**src/rtl/axis_cmd_gen_mm2s.sv**
```systemverilog
// axis_cmd_gen_mm2s
// Plays a DDR buffer back onto a stream by issuing DataMover MM2S commands.
// The buffer [base_addr, base_addr+play_size) is split into chunks of at most
// MAX_BURST_LEN bytes. The block consumes the MM2S status stream, counts
// outstanding commands, flags bad status and can optionally loop the playback.
module axis_cmd_gen_mm2s #(
  parameter int BTT_WIDTH       = 23,
  parameter int MAX_BURST_LEN   = 4096,
  parameter int MAX_OUTSTANDING = 4
) (
  input  logic        clk,
  input  logic        reset,
  output logic [71:0] m_axis_tdata,
  output logic        m_axis_tvalid,
  input  logic        m_axis_tready,
  input  logic [7:0]  s_axis_sts_tdata,
  input  logic        s_axis_sts_tvalid,
  output logic        s_axis_sts_tready,
  input  logic        read_start,
  input  logic        read_reset,
  input  logic        loop_en,
  input  logic [31:0] base_addr,
  input  logic [31:0] play_size,
  output logic        play_busy,
  output logic        play_done,
  output logic        sts_err,
  output logic [3:0]  outstanding
);

  typedef enum logic [1:0] {
    ST_IDLE       = 2'd0,
    ST_SEND_CMD   = 2'd1,
    ST_WAIT_READY = 2'd2,
    ST_DRAIN      = 2'd3
  } state_t;

  localparam logic [31:0] MAX_LEN_C = 32'(MAX_BURST_LEN);
  localparam logic [3:0]  MAX_OUT_C = 4'(MAX_OUTSTANDING);

  state_t      state_r;
  logic [31:0] addr_r;
  logic [31:0] remaining_r;
  logic [31:0] base_r;
  logic [31:0] size_r;
  logic [3:0]  tag_r;
  logic [3:0]  outstanding_r;
  logic        play_done_r;
  logic        sts_err_r;
  logic [71:0] tdata_r;
  logic        tvalid_r;

  logic [31:0] xfer_s;
  logic        last_s;
  logic [71:0] cmd_s;
  logic        cmd_hs_s;
  logic        sts_hs_s;

  // The status channel is always able to accept, except while held in reset.
  assign s_axis_sts_tready = ~reset;

  assign cmd_hs_s = tvalid_r & m_axis_tready;
  assign sts_hs_s = s_axis_sts_tvalid & s_axis_sts_tready;

  assign m_axis_tdata  = tdata_r;
  assign m_axis_tvalid = tvalid_r;
  assign play_busy     = (state_r != ST_IDLE);
  assign play_done     = play_done_r;
  assign sts_err       = sts_err_r;
  assign outstanding   = outstanding_r;

  // Chunk size for the next command and the command word built from it.
  always_comb begin
    if (remaining_r > MAX_LEN_C) begin
      xfer_s = MAX_LEN_C;
      last_s = 1'b0;
    end else begin
      xfer_s = remaining_r;
      last_s = 1'b1;
    end
    cmd_s = {4'h0, tag_r, addr_r, 1'b0, last_s, 6'h00, 1'b1,
             23'(xfer_s[BTT_WIDTH-1:0])};
  end

  // Outstanding command counter: +1 per command, -1 per status, saturating.
  always_ff @(posedge clk or posedge reset) begin
    if (reset) begin
      outstanding_r <= 4'd0;
    end else if (read_reset) begin
      outstanding_r <= 4'd0;
    end else if (cmd_hs_s && !sts_hs_s) begin
      if (outstanding_r != 4'hF) begin
        outstanding_r <= outstanding_r + 4'd1;
      end else begin
        outstanding_r <= outstanding_r;
      end
    end else if (sts_hs_s && !cmd_hs_s) begin
      if (outstanding_r != 4'd0) begin
        outstanding_r <= outstanding_r - 4'd1;
      end else begin
        outstanding_r <= outstanding_r;
      end
    end else begin
      outstanding_r <= outstanding_r;
    end
  end

  // Playback FSM: command issue, handshake, loop reload, drain and status error.
  always_ff @(posedge clk or posedge reset) begin
    if (reset) begin
      state_r     <= ST_IDLE;
      addr_r      <= 32'd0;
      remaining_r <= 32'd0;
      base_r      <= 32'd0;
      size_r      <= 32'd0;
      tag_r       <= 4'd0;
      play_done_r <= 1'b0;
      sts_err_r   <= 1'b0;
      tdata_r     <= 72'd0;
      tvalid_r    <= 1'b0;
    end else if (read_reset) begin
      state_r     <= ST_IDLE;
      addr_r      <= 32'd0;
      remaining_r <= 32'd0;
      base_r      <= 32'd0;
      size_r      <= 32'd0;
      tag_r       <= 4'd0;
      play_done_r <= 1'b0;
      sts_err_r   <= 1'b0;
      tdata_r     <= 72'd0;
      tvalid_r    <= 1'b0;
    end else begin
      case (state_r)
        ST_IDLE: begin
          if (read_start && !play_done_r) begin
            addr_r      <= base_addr;
            remaining_r <= play_size;
            base_r      <= base_addr;
            size_r      <= play_size;
            sts_err_r   <= 1'b0;
            if (play_size == 32'd0) begin
              play_done_r <= 1'b1;
              state_r     <= ST_IDLE;
            end else begin
              state_r     <= ST_SEND_CMD;
            end
          end else begin
            state_r <= ST_IDLE;
          end
        end
        ST_SEND_CMD: begin
          if (sts_err_r) begin
            state_r <= ST_DRAIN;
          end else if (outstanding_r < MAX_OUT_C) begin
            tdata_r  <= cmd_s;
            tvalid_r <= 1'b1;
            state_r  <= ST_WAIT_READY;
          end else begin
            state_r <= ST_SEND_CMD;
          end
        end
        ST_WAIT_READY: begin
          if (m_axis_tready) begin
            tvalid_r <= 1'b0;
            tag_r    <= tag_r + 4'd1;
            if (!last_s) begin
              addr_r      <= addr_r + xfer_s;
              remaining_r <= remaining_r - xfer_s;
              state_r     <= ST_SEND_CMD;
            end else if (loop_en) begin
              addr_r      <= base_r;
              remaining_r <= size_r;
              state_r     <= ST_SEND_CMD;
            end else begin
              addr_r      <= addr_r + xfer_s;
              remaining_r <= 32'd0;
              state_r     <= ST_DRAIN;
            end
          end else begin
            state_r <= ST_WAIT_READY;
          end
        end
        ST_DRAIN: begin
          if (outstanding_r == 4'd0) begin
            play_done_r <= 1'b1;
            state_r     <= ST_IDLE;
          end else begin
            state_r <= ST_DRAIN;
          end
        end
        default: begin
          state_r  <= ST_IDLE;
          tvalid_r <= 1'b0;
        end
      endcase
      // Any status beat without OKAY latches the error flag.
      if (sts_hs_s && !s_axis_sts_tdata[7]) begin
        sts_err_r <= 1'b1;
      end
    end
  end

endmodule

```
**config.mk**
```make
export PLATFORM = sky130hd
export DESIGN_NAME = axis_cmd_gen_mm2s
export DESIGN_NICKNAME = d
export VERILOG_FILES = /design/src/rtl/axis_cmd_gen_mm2s.sv
export SDC_FILE = /design/constraint.sdc
export NUM_CORES = 1
export LEC_CHECK = 0
export ABC_AREA = 1
export ABC_CLOCK_PERIOD_IN_PS = 7900
export CAP_MARGIN = 0
export CORE_MARGIN = 1.5
export CORE_UTILIZATION = 50
export CTS_BUF_LIST = sky130_fd_sc_hd__clkbuf_16
export DETAILED_ROUTE_END_ITERATION = 6
export PLACE_DENSITY = 0.74
export SLEW_MARGIN = 10
export SYNTH_ARGS = -nofsm -noshare
export SYNTH_HDL_FRONTEND = slang
export SYNTH_SLANG_ARGS = --single-unit
```
**constraint.sdc**
```tcl
create_clock -name clk -period 7.9 [get_ports clk]
set_input_delay 0.79 -clock clk [delete_from_list [all_inputs] [get_ports clk]]
set_output_delay 0.79 -clock clk [all_outputs]
set_load 0.005 [all_outputs]
```
==> flow_summary.ini <==
[finish]
most-common-layout-cells = 360 x nand2_1, 202 x dfrtp_1, 197 x inv_1
most_common_library_cell_in_the_layout_ignoring_fill_and_taps = nand2_1
multiInputGateArea_sq_mm = 0.00551
filler_cell_count = 2077
final_nets = 1771
post_route_cells_drive_above_1_share = 0.0668
layout.cells.non_filler = 1976
syn2layout_area_growth_pct = 20.3
sequential_cell_area_sq_mm = 0.00505
insertedDiodeCount = 0

[synth]
syn_inst = 1556
synth.yosys.seq_area_share = 0.435
synth_compound_area_frac = 0.176
async_s_r_ff_share_synth = 1.00
synth.cell_area_sq_mm = 0.0116
synth.avg_cell_area_sq_um = 7.47
yosysWarningCount = 0
synth-xor-area-share = 0.0113
ys_dominant_reg_cell = dfrtp_1
muxShareOfSynthArea = 0
synth_edf_count = 0
synth_top_family_by_area = simple AND/OR/NAND/NOR gates
synth.lib_cells_used.distinct = 54
yosys.area_share.simple = 0.258
flip_flop_and_latch_count_after_synthesis = 202
arithmetic_cell_share_of_the_synthesized_area_counting_full_adders_half_adders_and_majority_gates = 0.0207

[power_and_ir_drop]
power_density_mw_per_mm2 = 270
irDropWorstVdd_mv = 0.159
fin_total_pwr_mw = 3.77
p_leak_nw = 6.74

[sta]
final.setup_skew_ps = 27.1
max-slew-margin-rel = 0.343
timing.final.max_slew_violations = 0
max_freq_mhz = 246
period_needed_ps = 4070
finalSetupTns_ps = 0
finalCritPeriodShare = 0.515
rsz0062_at_grt = false
worst-slew-pin-transition_ps = 961
finalSetupViolations = 0
hold_viol_final = 0

[clock_tree]
cts_setup_buffers = 0
cts_hold_repair.buffers = 0
cts_buffers = 23
cts_num_sinks = 202
clock_transition_at_path_regs_ps = 60
number_of_h_tree_levels = 1
ctsLongestPathBuffers = 3
post_cts.resized_instances = 0
tritoncts_clock_tree = yes
clk_latency_ps = 530
cts-root-buf = clkbuf_16

[global_routing]
first_pass_grt_wire_length_microns = 54300
grt-ovfl-total = 0
grt_start_max_net_pins = 79
first_global_vias = 10600
initial_antenna_violation_count = 1
track_usage = 0.280

[route]
drtIter0Drc = 921
drtPass1Iterations = 5
wl_met2_microns = 15300
drt-wirelength-per-cell_microns = 17.0
route.top_layer_used = met5
met3RoutedLength_microns = 2510
finalWirelength_microns = 33600
via_count = 11200
number_of_remaining_drc_errors = 0
route.detailed.vias_per_inst = 5.67
routedLengthMet1_microns = 14900
antenna_left = 0

[critical_path]
worst_ep_arrival_time_ps = 4470
endpoint = addr_r[23]
critical_path_maximum_fanout = 54
worst_setup_path_startpoint = remaining_r[16]
critPathMaxStageDelay_ps = 730
data_required_time_at_the_worst_endpoint_ps = 8290
reg2reg_setup_slack_ps = 3830
crit_slowest_cell = clkinv_1
r2r.worst_path.cells = 14
critical_path.cell_chain = inv_1 > nand2_1 > nor2_1 > nand2_2 > nor2_8 > nand2_4 > nor2_4 > buf_4 > clkinv_1 > buf_4 > o21ai_1 > nand2_1 > nand2_1 > nand2_1
timing.setup.critical_path_class = flip-flop to flip-flop
timing.critical_path.mode_cell = nand2_1
r2r_end = addr_r[23]
r2r_start = remaining_r[16]
cp-start-kind = flip-flop
end_kind = flip-flop

[floorplanning]
floorplan.die.height_microns = 155
design.core.area_sq_mm = 0.0227
num_rows = 55
die_area_sq_mm = 0.0242
dieWidth_microns = 155
i_o_pin_cnt = 160
initial_core_utilization = 0.512

[place]
port-buffer-count = 141
hpwlAfterDp_microns = 23100
placedCellCount = 1934
gp_congestion = 0.920

[status]
status = complete, no violations

[run]
max-cap-violations = 0

[min_path]
hold_path_class = flip-flop to flip-flop
[worst min-delay path by stage]
stage / endpoint / depth (start not counted) / startpoint / slack (ps)
finish: m_axis_tdata[17] / 2 / m_axis_tdata[17] / 460
global route: m_axis_tdata[17] / 2 / m_axis_tdata[17] / 490
CTS: m_axis_tdata[22] / 2 / m_axis_tdata[22] / 470
detailed placement: m_axis_tdata[19] / 2 / m_axis_tdata[19] / 450
global placement: m_axis_tdata[18] / 2 / m_axis_tdata[18] / 450
floorplan: addr_r[21] / 2 / addr_r[21] / 450
[synthesized netlist by cell type (2+ instances only)]
library cell / instances / share of area
nor2_1: 77 / 0.025
buf_1: 9 / 0.0029
buf_2: 3 / 0.0013
o21ai_0: 171 / 0.074
nor4_1: 17 / 0.0092
and3_1: 2 / 0.0011
o221ai_1: 3 / 0.0023
and2_1: 2 / 0.0011
a2111oi_0: 2 / 0.0015
nor3_1: 18 / 0.0078
o32ai_1: 2 / 0.0015
clkbuf_1: 58 / 0.019
nand3_2: 5 / 0.0043
nand2_2: 16 / 0.0086
nor2_2: 14 / 0.0075
o31ai_1: 4 / 0.0026
inv_2: 3 / 0.00097
inv_1: 197 / 0.064
clkinv_1: 3 / 0.00097
o2111ai_1: 2 / 0.0015
nand4_2: 5 / 0.0054
a221oi_1: 10 / 0.0075
nand3_1: 125 / 0.054
conb_1: 2 / 0.00065
nand2_1: 362 / 0.12
o22ai_1: 32 / 0.017
nand4_1: 21 / 0.011
ha_1: 16 / 0.017
buf_4: 11 / 0.0071
a211oi_1: 2 / 0.0013
a31oi_1: 3 / 0.0016
dfrtp_1: 202 / 0.44
a21oi_1: 88 / 0.038
xor2_1: 14 / 0.011
o21ai_1: 12 / 0.0052
o211ai_1: 20 / 0.013
nand2_4: 2 / 0.0019
fa_1: 2 / 0.0034
o21a_1: 3 / 0.0019
buf_6: 2 / 0.0019
[critical path: cells and delay by family, from the launching register on]
| family | cells | cell delay [ps] |
|---|---|---|
| flops | 1 | 400 |
| compound gates | 1 | 160 |
| simple gates | 9 | 1490 |
| buf+inv | 4 | 1800 |
[through the flow]
stage	instance area (sq um)	hold slack (ps)	utilization	setup WS, ps
after floorplan	11700	449	-	1430
after global placement	13200	448	0.582	4030
after detailed placement	13200	451	0.582	4020
after CTS	14000	468	0.615	3970
after global routing	14000	489	0.615	3660
final	14000	462	0.615	3830
[kinds of logic after synthesis]
logic type      after synthesis
fa+ha+maj                    18
buf+inv                     287
xor+xnor                     15
other cells                   2
flops                       202
simple gates                670
compound gates              362
[area by class of cell]
type	instances	share of cell area
flip-flops and latches	202	0.362
well taps	285	0.0255
inverters	204	0.0555
clock inverters	19	0.0127
repair buffers	157	0.110
multi-input cells	1086	0.394
clock buffers	23	0.0412
[sequential cells by signal, summed over array words and instances, names as in the netlist, 2 cells and up]
register	flops
addr_r	32
base_r	32
m_axis_tdata	61
outstanding	4
remaining_r	32
size_r	32
state_r	2
tag_r	4
[report_power, final]
group / internal (mW) / switching, mW / total (mW) / leakage, nW
registers: 1.24 / 0.177 / 1.42 / 2.70
clock network: 0.630 / 0.449 / 1.08 / 0.379
logic: 0.451 / 0.819 / 1.27 / 3.66
total: 2.32 / 1.45 / 3.77 / 6.74
[per-layer routing]
layer | GRT usage | up-vias
li1 | - | 5387
met1 | 0.394 | 5317
met2 | 0.445 | 427
met3 | 0.0454 | 63
met4 | 0.0880 | 2
met5 | 0 | -
No activity file was read; power rests on OpenSTA's default activity.
